<file path="src/rtl/lcd_pkg.sv">
// Shared types, init ROM contents and timing helpers for the HD44780 write controller.
package lcd_pkg;

  typedef enum logic [2:0] {
    ST_PWR_WAIT,
    ST_INIT_LOAD,
    ST_SETUP,
    ST_EN_HI,
    ST_EN_LO,
    ST_WAIT,
    ST_IDLE
  } lcd_state_t;

  // Post-write wait selector; WAIT_AUTO picks clear/home or normal from the byte itself.
  typedef enum logic [1:0] {
    WAIT_AUTO,
    WAIT_4100US,
    WAIT_100US
  } init_wait_t;

  typedef struct packed {
    logic       nibble_only;
    init_wait_t wait_sel;
    logic [7:0] data;
  } init_entry_t;

  localparam int INIT_LEN_8  = 8;
  localparam int INIT_LEN_4  = 9;
  localparam int T_INIT1_US  = 4100;
  localparam int T_INIT2_US  = 100;

  // Ceiling of clk_hz * t_ns / 1e9.
  function automatic longint cycles_ns(input longint clk_hz, input longint t_ns);
    return (clk_hz * t_ns + 999999999) / 1000000000;
  endfunction

  // Ceiling of clk_hz * t_us / 1e6.
  function automatic longint cycles_us(input longint clk_hz, input longint t_us);
    return (clk_hz * t_us + 999999) / 1000000;
  endfunction

  function automatic int at_least_one(input longint v);
    return (v < 1) ? 1 : int'(v);
  endfunction

  function automatic int max_int(input int a, input int b);
    return (a > b) ? a : b;
  endfunction

  // 8-bit bus init: three wake-up writes, function set, display off, clear, entry mode, display on.
  function automatic init_entry_t init_rom_8(input logic [3:0] idx);
    init_entry_t e;
    case (idx)
      4'd0:    e = '{1'b0, WAIT_4100US, 8'h30};
      4'd1:    e = '{1'b0, WAIT_100US,  8'h30};
      4'd2:    e = '{1'b0, WAIT_AUTO,   8'h30};
      4'd3:    e = '{1'b0, WAIT_AUTO,   8'h38};
      4'd4:    e = '{1'b0, WAIT_AUTO,   8'h08};
      4'd5:    e = '{1'b0, WAIT_AUTO,   8'h01};
      4'd6:    e = '{1'b0, WAIT_AUTO,   8'h06};
      default: e = '{1'b0, WAIT_AUTO,   8'h0C};
    endcase
    return e;
  endfunction

  // 4-bit bus init: single high nibbles 3,3,3,2 switch the panel to 4-bit, then full bytes.
  function automatic init_entry_t init_rom_4(input logic [3:0] idx);
    init_entry_t e;
    case (idx)
      4'd0:    e = '{1'b1, WAIT_4100US, 8'h30};
      4'd1:    e = '{1'b1, WAIT_100US,  8'h30};
      4'd2:    e = '{1'b1, WAIT_AUTO,   8'h30};
      4'd3:    e = '{1'b1, WAIT_AUTO,   8'h20};
      4'd4:    e = '{1'b0, WAIT_AUTO,   8'h28};
      4'd5:    e = '{1'b0, WAIT_AUTO,   8'h08};
      4'd6:    e = '{1'b0, WAIT_AUTO,   8'h01};
      4'd7:    e = '{1'b0, WAIT_AUTO,   8'h06};
      default: e = '{1'b0, WAIT_AUTO,   8'h0C};
    endcase
    return e;
  endfunction

endpackage

</file>
<file path="src/rtl/lcd_hd44780_ctrl_fifo.sv">
// Small synchronous FIFO holding {rs, data} writes; flags are registered, head is read combinationally.
module lcd_cmd_fifo #(
  parameter int WIDTH = 9,
  parameter int DEPTH = 8
) (
  input  logic             clk,
  input  logic             rst,
  input  logic             wr_en,
  input  logic [WIDTH-1:0] wr_data,
  input  logic             rd_en,
  output logic [WIDTH-1:0] rd_data,
  output logic             full,
  output logic             empty
);

  localparam int AW = $clog2(DEPTH);

  if (DEPTH < 2 || (DEPTH & (DEPTH - 1)) != 0) begin : g_bad_depth
    $error("lcd_cmd_fifo: DEPTH must be a power of 2 and at least 2");
  end

  logic [WIDTH-1:0] mem [DEPTH];
  logic [AW-1:0]    wr_ptr_reg, rd_ptr_reg;
  logic [AW:0]      count_reg, count_next;
  logic             full_reg, empty_reg;
  logic             push, pop;

  // A write on full is dropped; a pop on full only frees the slot for the next cycle.
  assign push = wr_en && !full_reg;
  assign pop  = rd_en && !empty_reg;

  // Occupancy after this cycle's push/pop.
  always_comb begin
    count_next = count_reg;
    if (push && !pop)
      count_next = count_reg + (AW + 1)'(1);
    else if (!push && pop)
      count_next = count_reg - (AW + 1)'(1);
  end

  // Storage array, no reset so it maps onto RAM.
  always_ff @(posedge clk) begin
    if (push)
      mem[wr_ptr_reg] <= wr_data;
  end

  // Pointers, occupancy and registered full/empty flags.
  always_ff @(posedge clk or posedge rst) begin
    if (rst) begin
      wr_ptr_reg <= '0;
      rd_ptr_reg <= '0;
      count_reg  <= '0;
      full_reg   <= 1'b0;
      empty_reg  <= 1'b1;
    end else begin
      if (push)
        wr_ptr_reg <= wr_ptr_reg + AW'(1);
      if (pop)
        rd_ptr_reg <= rd_ptr_reg + AW'(1);
      count_reg <= count_next;
      full_reg  <= (count_next == (AW + 1)'(DEPTH));
      empty_reg <= (count_next == '0);
    end
  end

  assign rd_data = mem[rd_ptr_reg];
  assign full    = full_reg;
  assign empty   = empty_reg;

endmodule

</file>
<file path="src/rtl/lcd_hd44780_ctrl.sv">
// HD44780 write controller: power-on init from ROM, then drains the command FIFO to the panel pins.
module lcd_hd44780_ctrl
  import lcd_pkg::*;
#(
  parameter int CLK_HZ     = 50000000,
  parameter int BUS_W      = 8,
  parameter int FIFO_DEPTH = 8,
  parameter int T_EN_NS    = 500,
  parameter int T_SU_NS    = 60,
  parameter int T_CMD_US   = 50,
  parameter int T_CLR_US   = 1640,
  parameter int T_PWR_MS   = 15
) (
  input  logic             clk_clk,
  input  logic             reset_reset,
  input  logic             cmd_valid,
  output logic             cmd_ready,
  input  logic             cmd_rs,
  input  logic [7:0]       cmd_data,
  output logic             init_done,
  output logic             busy,
  output logic [BUS_W-1:0] lcd_display_data,
  output logic             lcd_enable,
  output logic             lcd_rs,
  output logic             lcd_rw
);

  if (BUS_W != 8 && BUS_W != 4) begin : g_bad_bus_w
    $error("lcd_hd44780_ctrl: BUS_W must be 8 or 4");
  end

  localparam int EN_CYC    = at_least_one(cycles_ns(CLK_HZ, T_EN_NS));
  localparam int SU_CYC    = at_least_one(cycles_ns(CLK_HZ, T_SU_NS));
  localparam int CMD_CYC   = at_least_one(cycles_us(CLK_HZ, T_CMD_US));
  localparam int CLR_CYC   = at_least_one(cycles_us(CLK_HZ, T_CLR_US));
  localparam int PWR_CYC   = at_least_one(cycles_us(CLK_HZ, longint'(T_PWR_MS) * 1000));
  localparam int INIT1_CYC = at_least_one(cycles_us(CLK_HZ, T_INIT1_US));
  localparam int INIT2_CYC = at_least_one(cycles_us(CLK_HZ, T_INIT2_US));
  localparam int MAX_CYC   = max_int(max_int(max_int(PWR_CYC, INIT1_CYC), max_int(CLR_CYC, CMD_CYC)),
                                     max_int(max_int(EN_CYC, SU_CYC), INIT2_CYC));
  localparam int CNT_W     = $clog2(MAX_CYC) + 1;
  localparam int INIT_LEN  = (BUS_W == 8) ? INIT_LEN_8 : INIT_LEN_4;

  localparam logic [CNT_W-1:0] PWR_LAST = CNT_W'(PWR_CYC - 1);
  localparam logic [CNT_W-1:0] SU_LAST  = CNT_W'(SU_CYC - 1);
  localparam logic [CNT_W-1:0] EN_LAST  = CNT_W'(EN_CYC - 1);

  logic             fifo_full, fifo_empty, fifo_pop;
  logic [8:0]       fifo_head;
  lcd_state_t       state_reg;
  logic [CNT_W-1:0] cnt_reg, wait_last;
  logic [3:0]       init_idx_reg;
  logic             in_init_reg, low_pending_reg, init_done_reg;
  logic             enable_reg, rs_reg;
  logic [7:0]       byte_reg;
  init_wait_t       wsel_reg;
  logic [BUS_W-1:0] data_reg;
  init_entry_t      rom_entry;

  lcd_cmd_fifo #(
    .WIDTH (9),
    .DEPTH (FIFO_DEPTH)
  ) u_fifo (
    .clk     (clk_clk),
    .rst     (reset_reset),
    .wr_en   (cmd_valid),
    .wr_data ({cmd_rs, cmd_data}),
    .rd_en   (fifo_pop),
    .rd_data (fifo_head),
    .full    (fifo_full),
    .empty   (fifo_empty)
  );

  assign fifo_pop = (state_reg == ST_IDLE) && !fifo_empty;

  // Current init ROM entry for the configured bus width.
  always_comb begin
    if (BUS_W == 8)
      rom_entry = init_rom_8(init_idx_reg);
    else
      rom_entry = init_rom_4(init_idx_reg);
  end

  // Post-write wait length: forced for the wake-up writes, else clear/home vs normal.
  always_comb begin
    case (wsel_reg)
      WAIT_4100US: wait_last = CNT_W'(INIT1_CYC - 1);
      WAIT_100US:  wait_last = CNT_W'(INIT2_CYC - 1);
      default: begin
        if (!rs_reg && (byte_reg inside {8'h01, 8'h02, 8'h03}))
          wait_last = CNT_W'(CLR_CYC - 1);
        else
          wait_last = CNT_W'(CMD_CYC - 1);
      end
    endcase
  end

  // Sequencer: every state lasts its full count; pin outputs change only on state transitions.
  always_ff @(posedge clk_clk or posedge reset_reset) begin
    if (reset_reset) begin
      state_reg       <= ST_PWR_WAIT;
      cnt_reg         <= '0;
      init_idx_reg    <= '0;
      in_init_reg     <= 1'b1;
      low_pending_reg <= 1'b0;
      init_done_reg   <= 1'b0;
      enable_reg      <= 1'b0;
      rs_reg          <= 1'b0;
      byte_reg        <= '0;
      wsel_reg        <= WAIT_AUTO;
      data_reg        <= '0;
    end else begin
      cnt_reg <= cnt_reg + CNT_W'(1);
      case (state_reg)
        ST_PWR_WAIT: begin
          if (cnt_reg == PWR_LAST) begin
            state_reg <= ST_INIT_LOAD;
            cnt_reg   <= '0;
          end
        end
        ST_INIT_LOAD: begin
          rs_reg          <= 1'b0;
          byte_reg        <= rom_entry.data;
          wsel_reg        <= rom_entry.wait_sel;
          low_pending_reg <= (BUS_W == 4) && !rom_entry.nibble_only;
          data_reg        <= rom_entry.data[7 -: BUS_W];
          state_reg       <= ST_SETUP;
          cnt_reg         <= '0;
        end
        ST_SETUP: begin
          if (cnt_reg == SU_LAST) begin
            enable_reg <= 1'b1;
            state_reg  <= ST_EN_HI;
            cnt_reg    <= '0;
          end
        end
        ST_EN_HI: begin
          if (cnt_reg == EN_LAST) begin
            enable_reg <= 1'b0;
            state_reg  <= ST_EN_LO;
            cnt_reg    <= '0;
          end
        end
        ST_EN_LO: begin
          if (cnt_reg == EN_LAST) begin
            cnt_reg <= '0;
            if (low_pending_reg) begin
              low_pending_reg <= 1'b0;
              data_reg        <= byte_reg[BUS_W-1:0];
              state_reg       <= ST_SETUP;
            end else begin
              state_reg <= ST_WAIT;
            end
          end
        end
        ST_WAIT: begin
          if (cnt_reg == wait_last) begin
            cnt_reg <= '0;
            if (in_init_reg) begin
              if (init_idx_reg == 4'(INIT_LEN - 1)) begin
                in_init_reg   <= 1'b0;
                init_done_reg <= 1'b1;
                state_reg     <= ST_IDLE;
              end else begin
                init_idx_reg <= init_idx_reg + 4'd1;
                state_reg    <= ST_INIT_LOAD;
              end
            end else begin
              state_reg <= ST_IDLE;
            end
          end
        end
        ST_IDLE: begin
          cnt_reg <= '0;
          if (!fifo_empty) begin
            rs_reg          <= fifo_head[8];
            byte_reg        <= fifo_head[7:0];
            wsel_reg        <= WAIT_AUTO;
            low_pending_reg <= (BUS_W == 4);
            data_reg        <= fifo_head[7 -: BUS_W];
            state_reg       <= ST_SETUP;
          end
        end
        default: begin
          state_reg <= ST_PWR_WAIT;
          cnt_reg   <= '0;
        end
      endcase
    end
  end

  assign cmd_ready        = !fifo_full;
  assign busy             = !((state_reg == ST_IDLE) && fifo_empty);
  assign init_done        = init_done_reg;
  assign lcd_display_data = data_reg;
  assign lcd_enable       = enable_reg;
  assign lcd_rs           = rs_reg;
  assign lcd_rw           = 1'b0;

endmodule

</file>
<file path="config.mk">
export PLATFORM = sky130hd
export DESIGN_NAME = lcd_hd44780_ctrl
export DESIGN_NICKNAME = d
export VERILOG_FILES = /design/src/rtl/lcd_pkg.sv /design/src/rtl/lcd_hd44780_ctrl_fifo.sv /design/src/rtl/lcd_hd44780_ctrl.sv
export SDC_FILE = /design/constraint.sdc
export NUM_CORES = 1
export LEC_CHECK = 0
export CAP_MARGIN = 25
export CORE_ASPECT_RATIO = 1.1
export CORE_UTILIZATION = 65
export DETAILED_ROUTE_END_ITERATION = 12
export PLACE_DENSITY = 0.9
export RECOVER_POWER = 50
export SYNTH_ARGS = -nofsm -noshare
export SYNTH_HDL_FRONTEND = slang
export SYNTH_SLANG_ARGS = --single-unit
</file>
<file path="constraint.sdc">
create_clock -name clk_clk -period 5.91 [get_ports clk_clk]
set_clock_uncertainty 0.15 [all_clocks]
set_input_delay 0.8865 -clock clk_clk [delete_from_list [all_inputs] [get_ports clk_clk]]
set_output_delay 0.8865 -clock clk_clk [all_outputs]
set_load 0.02 [all_outputs]
</file>
Word level (Yosys, flattened, before mapping)
Memories as Yosys holds them, arrays and structs flattened.
Index checks and enable logic that the tools add are counted.
{"block": "totals", "ff_bits": 63, "ram_bits": 72, "input_bits": 12, "memories": 1}
{"memory": "u_fifo.mem", "words": 8, "word_bits": 9, "read_ports": 1, "rd_clocked_by_memory_dff": 0, "wr": 1, "line_no": "lcd_hd44780_ctrl_fifo.sv:22", "source": "logic [WIDTH-1:0] mem [DEPTH];"}
{"block": "op_classes", "n_addsub": 6, "eq_ne": 30, "mux": 38, "n_bitwise": 1, "reduce_logical": 29}
{"op": "$mux 21", "count": 4}
{"op": "$pmux 21 s4", "count": 1}
{"op": "$pmux 10 s7", "count": 1}
{"op": "$pmux 18 s2", "count": 1}
{"op": "$mux 3", "count": 9}
{"op": "$mux 8", "count": 3}
{"op": "$pmux 8 s3", "count": 1}
{"op": "$add 21x1->21 const B", "count": 1}
{"op": "$eq 21x2->1 const B", "count": 1}
{"op": "$eq 21x20->1 const B", "count": 1}
{"op": "$eq 21x21->1", "count": 1}
{"op": "$eq 21x5->1 const B", "count": 1}
{"op": "$pmux 3 s7", "count": 1}
{"op": "$mux 17", "count": 1}
{"op": "$eq 4x3->1 const B", "count": 4}
{"op": "$eq 8x2->1 const B", "count": 2}
{"op": "$pmux 8 s2", "count": 1}
{"op": "$ne 2x2->1 const B", "count": 7}
{"op": "$reduce_and 4->1", "count": 3}
{"op": "$eq 3x3->1 const B", "count": 3}
{"op": "$add 4x1->4 const B", "count": 2}
{"op": "$eq 4x2->1 const B", "count": 2}
{"op": "$eq 8x1->1 const B", "count": 1}
{"op": "$logic_not 4->1", "count": 2}
{"op": "other kinds (24)", "count": 50}

Logic depth before layout (Yosys ltp)
{"block": "logic_depth", "ltp_word": 8, "depth_mapped": 9, "mapped_depth_nobuf": 8}

Hierarchy
From an unflattened synthesis, not the netlist that was laid out.
{"block": "hier_totals", "cells_unflattened": 492, "hier_area_um2": 6283.5}
{"module": "lcd_cmd_fifo", "instances": 1, "cells_per_inst": 183, "area_per_inst_um2": 3407.0}
{"module": "lcd_hd44780_ctrl", "instances": 1, "cells_per_inst": 309, "area_per_inst_um2": 2876.5}

Worst setup path after synthesis
OpenSTA, ideal clock, no wires.
{"block": "synth_timing", "path_kind": "register -> register", "startpoint": "register wsel_reg[0]", "endpoint": "register init_idx_reg[1]", "setup_time_ns": 0.125, "t_arrival_ns": 2.310, "slack_ns": 3.325, "path_stages_with_launch": 9, "cell_sequence": "dfrtp_1 > inv_1 > ha_1 > or4b_1 > o31a_1 > o31ai_2 > and3_1 > nand3_2 > mux2_4"}
{"block": "synth_between", "elab_chain_len": 4, "word_cells_on_any_way": 5, "classes_between": "eq/ne (3); mux (1); reduce/logical (1)"}
{"item": "start, declared", "line_no": "lcd_hd44780_ctrl.sv:56", "source": "init_wait_t wsel_reg;"}
{"item": "start signal, assigned", "line_no": "lcd_hd44780_ctrl.sv:124", "source": "wsel_reg <= rom_entry.wait_sel;"}
{"item": "$eq 2x2->1 / $eq 2x1->1 (equally long branches)", "line_no": "lcd_hd44780_ctrl.sv:86", "source": "case (wsel_reg)"}
{"item": "$pmux 18 s2 (*)", "line_no": "lcd_hd44780_ctrl.sv:86"}
{"item": "$eq 21x21->1 (*)", "line_no": "lcd_hd44780_ctrl.sv:157", "source": "if (cnt_reg == wait_last) begin"}
{"item": "$reduce_and 4->1 (no line) (*)"}
{"item": "end signal, assigned", "line_no": "lcd_hd44780_ctrl.sv:165", "source": "init_idx_reg <= init_idx_reg + 4'd1;"}
{"item": "end, declared", "line_no": "lcd_hd44780_ctrl.sv:52", "source": "logic [3:0] init_idx_reg;"}
Mark *: on every way between the ends. The rest lies on a longest branch, timed or not.
A chain may end at the register's enable or synchronous reset.

Final worst setup path
{"block": "layout_timing", "startpoint": "register state_reg[2]", "endpoint": "output busy"}
{"block": "layout_between", "elab_chain_len": 3}
{"item": "start, declared", "line_no": "lcd_hd44780_ctrl.sv:50", "source": "lcd_state_t state_reg;"}
{"item": "start signal, assigned", "line_no": "lcd_hd44780_ctrl.sv:101", "source": "state_reg <= ST_PWR_WAIT;"}
{"item": "start signal, assigned", "line_no": "lcd_hd44780_ctrl.sv:117", "source": "state_reg <= ST_INIT_LOAD;"}
{"item": "start signal, assigned", "line_no": "lcd_hd44780_ctrl.sv:127", "source": "state_reg <= ST_SETUP;"}
{"item": "$eq 3x3->1", "line_no": "lcd_hd44780_ctrl.sv:193", "source": "assign busy = !((state_reg == ST_IDLE) && fifo_empty);"}
{"item": "$logic_and 1x1->1", "line_no": "lcd_hd44780_ctrl.sv:193"}
{"item": "$logic_not 1->1", "line_no": "lcd_hd44780_ctrl.sv:193"}
{"item": "end, declared", "line_no": "lcd_hd44780_ctrl.sv:21", "source": "output logic busy,"}
Every way passes these cells.

==> impl_metrics.tcl <==
set metrics [dict create \
    slew_violations 0 \
    holdWs_ns 0.3308 \
    avgSynthCellArea_um2 12.78 \
    drc_errors 0 \
    final_nets 545 \
    htreeDepth 4 \
    wl_met1_um 5301 \
    slowest_stage "dfrtp_1" \
    fillers 518 \
    grt_util_all_layers_pct 31.42 \
    power.total_uw 2471 \
    overflow 0 \
    crit_type "flop to output port" \
    start_util_pct 66.93 \
    coreArea_mm2 0.009398 \
    clkLatencyLatePin_ns 0.53 \
    final_cells 649 \
    cts_buffers 17 \
    antenna_found_initial 0 \
    cap_viol_max_count 0 \
    die-area_mm2 0.01007 \
    port_buffers 24 \
    ys_warn_count 0 \
    post-dp-hpwl_um 8729 \
    met3_length_um 681 \
    grt_first_pass_wirelength_um 22940 \
    fin_util_pct 76.73 \
    drt_iter0_drc 362 \
    ir_worst_vdd_mv 0.3700 \
    totalWireLength_um 13910 \
    required_ns 4.87 \
    synthFlopType "edfxtp_1" \
    gp_congestion 0.8386 \
    multiInputGateArea_mm2 0.002394 \
    hp-class "flop to flop" \
    post-route-min-period_ns 3.320 \
    hold_buffers 0 \
    drive_above_1_share_pct 16.73 \
    setup-tns-final_ns 0 \
    setup_violations 0 \
    cp_max_fo 14 \
    clockRootBuffer "clkbuf_8" \
    synthDistinctLibCells 65 \
    hold_viol 0 \
    synthArstFlopShare_pct 46.27 \
    yosysTopAreaCell "edfxtp_1" \
    startpoint_type "flop" \
    cp_slowest_stage_delay_ns 0.60 \
    tritoncts "done" \
    insertedDiodeCount 0 \
    grt_pass1_vias 4459 \
    grt_max_degree 63 \
    ctsResizeCount 0 \
    netlist_instances 492 \
    crit_chain "nor2b_1 -> nand3_1 -> clkdlybuf4s50_1" \
    relSlewSlack_pct 33.93 \
    ant_nets 0 \
    cts.path.max_buffers 2 \
    critPathCaptureType "output port" \
    wl_per_cell_um 21.43 \
    p_leak_uw 0.002705 \
    cp.arrival_ns 2.28 \
    die_x_um 95.79 \
    num_io_pins 26 \
    grt_setup_unrepaired "false" \
    ys_seq_elements 134 \
    status "finished, final reports clean" \
    tightest_slew_ns 0.9844 \
    vias_per_cell 6.447 \
    yosysTopAreaCellShare_pct 34.37 \
    postCtsSetupBuffers 0 \
    die_h_um 105.2 \
    max_freq_ghz 0.3012 \
    via_count 4184 \
    dr.pass1.iters 5 \
    dp_cells 617 \
    largest_register_ff_count 72 \
    cts_num_sinks 134 \
    synth_edf_count 72 \
    sequential_cell_area_mm2 0.003716 \
    power.density_mw_per_mm2 342.7 \
    period_share_pct 56.18 \
    synth.cell_area_mm2 0.006290 \
    syn_nets 518 \
    yosys-top-cells-area "edfxtp_1, dfrtp_1, mux4_2" \
    rows 37 \
    dr_wl_met2_um 7526 \
    topRoutingLayerUsed "met4" \
    clk_pin_slew_ns 0.07 \
    area_growth_pct 14.64 \
    ys_seq_area_share_pct 59.08 \
]
## logic make-up (layout without fill, tap and decap cells)
kind of cell,Yosys count,in the layout,synth area share [%]
mux,31,31,7.877
simple gates,156,156,13.51
flops,134,134,59.08
xor+xnor,29,29,4.038
compound gates,85,85,9.728
fa+ha+maj,14,14,2.785
buf+inv,42,82,2.924
other cells,1,1,0.05962
## final timing paths
kind	start	cells after the start	slack (ns)	end
min reg2reg	init_done$_DFFE_PP0P_	1	0.33	init_done$_DFFE_PP0P_
max in group asynchronous	reset_reset	3	4.22	lcd_display_data[4]$_DFFE_PP0P_
min in group asynchronous	reset_reset	3	0.88	u_fifo.rd_ptr_reg[0]$_DFFE_PP0P_
min	init_done$_DFFE_PP0P_	1	0.33	init_done$_DFFE_PP0P_
max	state_reg[2]$_DFFE_PP0P_	3	2.59	busy
max reg2reg	wsel_reg[0]$_DFFE_PP0P_	8	3.03	init_idx_reg[1]$_DFFE_PP0P_
## metal layers
metal	up-vias	global-route usage [%]
li1	1875	-
met4	0	14.07
met1	2089	37.24
met3	35	6.550
met2	185	54.23
met5	-	0
## cells in the final DEF, fill, tap and decap left out, drive strengths merged, types with 14 or more instances in the layout
| cell type | instances |
|---|---|
| edfxtp | 72 |
| dfrtp | 60 |
| nor2 | 37 |
| nand2 | 34 |
| a21oi | 29 |
| inv | 29 |
| xnor2 | 17 |
| clkbuf | 17 |
| o21ai | 17 |
| nor3 | 16 |
| nand3 | 16 |
| mux4 | 14 |
| ha | 14 |
## cells in the mapped netlist, types with 5 or more instances
library cell,number
xnor2_1,17
o21a_1,9
nor2_1,37
or3_1,5
a21oi_2,20
o21ai_0,14
nor3_1,15
clkbuf_1,13
buf_2,6
inv_1,20
a21oi_1,9
and3_1,5
xor2_1,12
edfxtp_1,72
mux4_2,14
ha_1,14
nand4_1,8
nor4_1,9
nor2b_1,5
dfrtp_1,60
a31oi_1,5
mux2i_1,12
nand2_1,34
nand3_1,15
## stage by stage
step                      cell area, um^2  setup slack [ns]
after detailed placement             6616             2.559
after floorplan                      6290             3.325
after CTS                            7211             2.609
final                                7211             2.590
after global routing                 7211             2.477
after global placement               6601             2.515
## power by group
part           switching [uW]  internal [uW]
logic                     144           89.2
registers                63.4           1100
clock network             454            620
## cell type report
cell class | count | share of cell area, %
sequential | 134 | 51.54
multi-input combinational | 316 | 33.19
tap | 117 | 2.030
clock buffer | 17 | 5.744
inverter | 20 | 1.041
clock inverter | 15 | 2.499
timing repair buffer | 30 | 3.956
## worst max-delay path, delay by kind of cell (launching register included)
family	cells	cell delay (ns)
DFF	1	0.60
buffers and inverters	1	0.59
and+or+nand+nor	2	0.56
No activity file was read; power rests on OpenSTA's default activity.
